## src/rtl/tt_sweep_ctrl.sv

```systemverilog
// rtl/tt_sweep_ctrl.sv - truth-table sweep stimulus/capture/compare stage; optional macro TT_SWEEP_EARLY_ABORT_EN
module tt_sweep_ctrl #(
    parameter int unsigned SETTLE_CYCLES = 2,
    parameter logic [7:0]  EXP_T1        = 8'h96,
    parameter logic [7:0]  EXP_T2        = 8'h63
) (
    input  logic        clk,
    input  logic        rst_n,
    input  logic        start,
    output logic [2:0]  abc,
    output logic        hi,
    output logic        lo,
    input  logic [5:0]  dut_out,
    output logic        busy,
    output logic        done,
    output logic        pass,
    output logic [5:0]  mismatch_mask,
    output logic [47:0] tt_cap
);

    typedef enum logic [1:0] {
        S_IDLE   = 2'd0,
        S_SETTLE = 2'd1,
        S_SAMPLE = 2'd2,
        S_DONE   = 2'd3
    } state_t;

    // Settle counter runs 0..SETTLE_CYCLES-1; the last value hands over to SAMPLE.
    localparam logic [3:0] CNT_LAST = 4'(SETTLE_CYCLES - 1);

    state_t          r_state;
    state_t          w_next;
    logic [3:0]      r_cnt;
    logic [2:0]      r_abc;
    logic            r_busy;
    logic            r_pass;
    logic [5:0]      r_mask;
    logic [5:0][7:0] r_tt_cap;

    logic [5:0]      w_exp_bits;
    logic [5:0]      w_mis;
    logic            w_any_mis;
    logic [5:0][7:0] w_cap_next;

    assign hi            = 1'b1;
    assign lo            = 1'b0;
    assign abc           = r_abc;
    assign busy          = r_busy;
    assign done          = (r_state == S_DONE);
    assign pass          = r_pass;
    assign mismatch_mask = r_mask;
    assign tt_cap        = r_tt_cap;

    // Expected bit per channel at the current vector, and which channels disagree with it.
    always_comb begin
        w_exp_bits = {{3{EXP_T2[r_abc]}}, {3{EXP_T1[r_abc]}}};
        w_mis      = dut_out ^ w_exp_bits;
        w_any_mis  = |w_mis;
    end

    // Captured table with the current vector's bit replaced by each channel's output.
    always_comb begin
        w_cap_next = r_tt_cap;
        for (int ch = 0; ch < 6; ch++) begin
            w_cap_next[ch][r_abc] = dut_out[ch];
        end
    end

    // State register.
    always_ff @(posedge clk or negedge rst_n) begin
        if (!rst_n) begin
            r_state <= S_IDLE;
        end else begin
            r_state <= w_next;
        end
    end

    // Next-state logic; the last vector always ends in DONE so abc never wraps.
    always_comb begin
        w_next = r_state;
        case (r_state)
            S_IDLE: begin
                if (start) begin
                    w_next = S_SETTLE;
                end
            end
            S_SETTLE: begin
                if (r_cnt == CNT_LAST) begin
                    w_next = S_SAMPLE;
                end
            end
            S_SAMPLE: begin
`ifdef TT_SWEEP_EARLY_ABORT_EN
                if (w_any_mis || (r_abc == 3'd7)) begin
                    w_next = S_DONE;
                end else begin
                    w_next = S_SETTLE;
                end
`else
                if (r_abc == 3'd7) begin
                    w_next = S_DONE;
                end else begin
                    w_next = S_SETTLE;
                end
`endif
            end
            S_DONE: begin
                w_next = S_IDLE;
            end
            default: begin
                w_next = S_IDLE;
            end
        endcase
    end

    // Sweep datapath: stimulus vector, settle count, capture, mismatch accumulation, result.
    always_ff @(posedge clk or negedge rst_n) begin
        if (!rst_n) begin
            r_cnt    <= 4'd0;
            r_abc    <= 3'd0;
            r_busy   <= 1'b0;
            r_pass   <= 1'b0;
            r_mask   <= 6'd0;
            r_tt_cap <= '0;
        end else begin
            case (r_state)
                S_IDLE: begin
                    if (start) begin
                        r_abc    <= 3'd0;
                        r_cnt    <= 4'd0;
                        r_busy   <= 1'b1;
                        r_tt_cap <= '0;
                        r_pass   <= 1'b0;
                        r_mask   <= 6'd0;
                    end
                end
                S_SETTLE: begin
                    r_cnt <= r_cnt + 4'd1;
                end
                S_SAMPLE: begin
                    r_tt_cap <= w_cap_next;
                    r_mask   <= r_mask | w_mis;
                    if (w_next == S_SETTLE) begin
                        r_abc <= r_abc + 3'd1;
                        r_cnt <= 4'd0;
                    end
                end
                S_DONE: begin
                    r_busy <= 1'b0;
                    r_pass <= (r_mask == 6'd0);
                end
                default: begin
                    r_busy <= 1'b0;
                end
            endcase
        end
    end

endmodule

```

## config.mk

```make
export PLATFORM = sky130hd
export DESIGN_NAME = tt_sweep_ctrl
export DESIGN_NICKNAME = d
export VERILOG_FILES = /design/src/rtl/tt_sweep_ctrl.sv
export SDC_FILE = /design/constraint.sdc
export NUM_CORES = 1
export LEC_CHECK = 0
export BUFFER_PORTS_ARGS = -buffer_cell sky130_fd_sc_hd__buf_4
export CAP_MARGIN = 30
export CORE_MARGIN = 4
export CORE_UTILIZATION = 41
export DETAILED_ROUTE_END_ITERATION = 12
export MAX_ROUTING_LAYER = met4
export PLACE_DENSITY = 0.7
export SLEW_MARGIN = 20
export SYNTH_ARGS = -nofsm -noshare
export SYNTH_HDL_FRONTEND = slang
export SYNTH_SLANG_ARGS = --single-unit
```

## constraint.sdc

```tcl
create_clock -name clk -period 3.8 [get_ports clk]
set_clock_uncertainty 0.2 [all_clocks]
set_input_delay 0.57 -clock clk [delete_from_list [all_inputs] [get_ports clk]]
set_output_delay 0.57 -clock clk [all_outputs]
set_load 0.005 [all_outputs]
```

==> impl_metrics.csv <==
group,metric,value,unit
routing,totalWireLength,6.83,mm
cts,post-cts-setup-buffers,0,
timing,worst_pin_slew,0.811,ns
setup_path,max_stage_delay,0.61,ns
global_routing,antenna_found_initial,0,
timing,period_needed,2.19,ns
global_routing,grtUsageTotal,0.169,
routing,drtAntennaViolNets,0,
synthesis,yosysSeqAreaShare,0.545,
final_layout,final_common_cell,"buf_4",
die,core,6940,µm²
timing,slew_viol_final,0,
run,cap_violations,0,
synthesis,ys.warnings.count,0,
routing,first_pass_iters,4,
final_layout,final_cell_mix,"70 x buf_4, 65 x dfrtp_1, 51 x nand2_1, 36 x mux2i_1",
cts,cts_resized,0,
setup_path,end_kind,"register",
die,die_y,93.3,µm
global_routing,grt_pass1_wl,11.0,mm
synthesis,synth_cells,273,
setup_path,crit_chain,"or3b_1 -> buf_4 -> nand2_1 -> mux2i_1",
die,pin_count,71,
die,die_area,8710,µm²
timing,maxSlewHeadroom,0.459,
power_and_ir_drop,leakagePower,0.00188,µW
routing,drtIter0Drc,137,
timing,timing.fmax,457,MHz
setup_path,start_kind,"register",
global_routing,grt_pass1_vias,2128,
final_layout,layout.nets,350,
die,die_x,93.3,µm
synthesis,synth.distinct_cells,36,
timing,setup_viol,0,
cts,cts_root_buf,"clkbuf_8",
place,numPortBuffers,68,
final_layout,synthToLayoutAreaGrowth,24.7,%
timing,tns,0,ns
global_routing,grt_max_degree,66,
power_and_ir_drop,power,2260,µW
cts,cts_made_buffers,9,
cts,cts_hold_buffers,0,
place,gp_congestion,0.745,
cts,cts.path.max_buffers,2,
setup_path,cp.required,3.87,ns
setup_path,critPathArrivalTime,2.26,ns
timing,timing.final.crit_share,0.576,
synthesis,syn_avg_cell_area,10.9,µm²
place,dp_hpwl,4.71,mm
routing,drc_errors,0,
global_routing,grt_overflow,0,
routing,detail_route.wl_per_cell,15.6,µm
die,start_util,0.430,
cts,cts_tree,"done",
final_layout,drive_gt1_frac,0.272,
synthesis,synthesis.nets,286,
cts,clock_latency,0.35,ns
setup_path,crit_type,"reg2reg",
timing,hold_viol_final,0,
routing,vias,2250,
timing,rsz0062_at_grt,"false",
power_and_ir_drop,power_density,608,nW/µm²
cts,clock-sinks,65,
cts,clkTransAtPathRegs,0.07,ns
final_layout,nFillCells,646,
status,status,"completed",
min_path,hp-class,"in2async",
synthesis,ys_seq_elements,65,
final_layout,antenna_cells,0,
power_and_ir_drop,ir_worst_vdd,0.300,mV
routing,avgViaCountPerCell,5.14,
die,num_rows,30,
setup_path,cpMaxStageDelayCell,"or3b_1",
cts,h-tree-depth,3,
synthesis,syn_area,2980,µm²
setup_path,cp_max_fo,36,
[kinds of logic (layout without fill, tap and decap cells)]
kind of cell	count (synthesis)	count (layout)	synth area share
buffers and inverters	25	94	0.0478
flip-flops	65	65	0.545
multiplexers	37	37	0.125
other	2	2	0.00252
adder cells (fa/ha/maj)	4	4	0.0168
XOR/XNOR	1	1	0.00294
AND/OR/NAND/NOR	108	108	0.189
AO/OA/AOI/OAI	31	31	0.0713
[state kept, by name (all words and copies together), names as in the netlist]
| register | count |
|---|---|
| abc | 3 |
| busy | 1 |
| mismatch_mask | 6 |
| pass | 1 |
| r_cnt | 4 |
| r_state | 2 |
| tt_cap | 48 |
[report_power, final]
part	internal, µW	switching [µW]	total, µW
logic	326	351	677
clock network	321	276	597
registers	828	161	989
[critical path, delay by kind of cell, from the launching register on]
kind | cells | cell delay, ns
AND/OR/NAND/NOR | 2 | 0.71
flip-flops | 1 | 0.59
buffers and inverters | 1 | 0.46
multiplexers | 1 | 0.14
[synth_stat cells, drive strengths merged]
cell,number,area (µm²)
dfrtp,65,1630
nand2,51,191
mux2i,36,360
nor2,15,56.3
o21ai,15,75.1
nand3,14,70.1
buf,12,92.6
inv,8,30.0
a221o,6,60.1
nor3b,6,78.8
clkbuf,5,20.0
nor3,5,25.0
ha,4,50.1
and3,3,18.8
nand2b,3,18.8
nand3b,3,42.5
nor4b,3,26.3
a211o,2,17.5
a21o,2,15.0
a22o,2,17.5
and2,2,12.5
conb,2,7.51
a21oi,1,5.00
and3b,1,8.76
mux2,1,11.3
nor4,1,6.26
o22ai,1,6.26
o2bb2ai,1,8.76
o31ai,1,7.51
or3b,1,8.76
xnor2,1,8.76
[worst paths after layout]
path,startpoint,to,slack [ns],depth (start not counted)
setup / recovery,r_state[0]$_DFF_PN0_,tt_cap[26]$_DFFE_PN0P_,1.61,4
hold / removal,rst_n,tt_cap[31]$_DFFE_PN0P_,0.11,1
setup reg to reg,r_state[0]$_DFF_PN0_,tt_cap[26]$_DFFE_PN0P_,1.61,4
hold reg to reg,tt_cap[14]$_DFFE_PN0P_,tt_cap[14]$_DFFE_PN0P_,0.33,2
max in group asynchronous,rst_n,mismatch_mask[0]$_DFFE_PN0P_,2.76,1
min in group clk,dut_out[1],tt_cap[9]$_DFFE_PN0P_,0.28,3
[through the flow]
stage	hold slack, ns	cells	util	cell area [µm²]	worst slack, ns
after floorplan	0.0744	273	-	2980	1.90
after global placement	0.287	422	0.506	3520	1.56
after detailed placement	0.320	422	0.506	3520	1.51
after CTS	0.135	438	0.536	3720	1.59
after global routing	0.165	438	0.536	3720	1.41
final	0.112	438	0.536	3720	1.61
[metal layers]
| layer | up-vias | wire length (µm) | GRT usage |
|---|---|---|---|
| met5 | - | 0 | - |
| li1 | 1063 | - | - |
| met2 | 75 | 3160 | 0.244 |
| met3 | 8 | 406 | 0.0579 |
| met1 | 1104 | 3190 | 0.227 |
| met4 | 0 | 77 | 0.0476 |
[cell type report]
cell class              instances  area [µm²]  share of cell area
flip-flops and latches         65        1630               0.437
multi-input cells             183        1210               0.326
repair buffers                 70         526               0.141
clock buffers                  10         138              0.0370
well taps                      96         120              0.0323
clock inverters                 6        66.3              0.0178
inverters                       8        30.0             0.00807
Power figures use the tool's default switching activity.
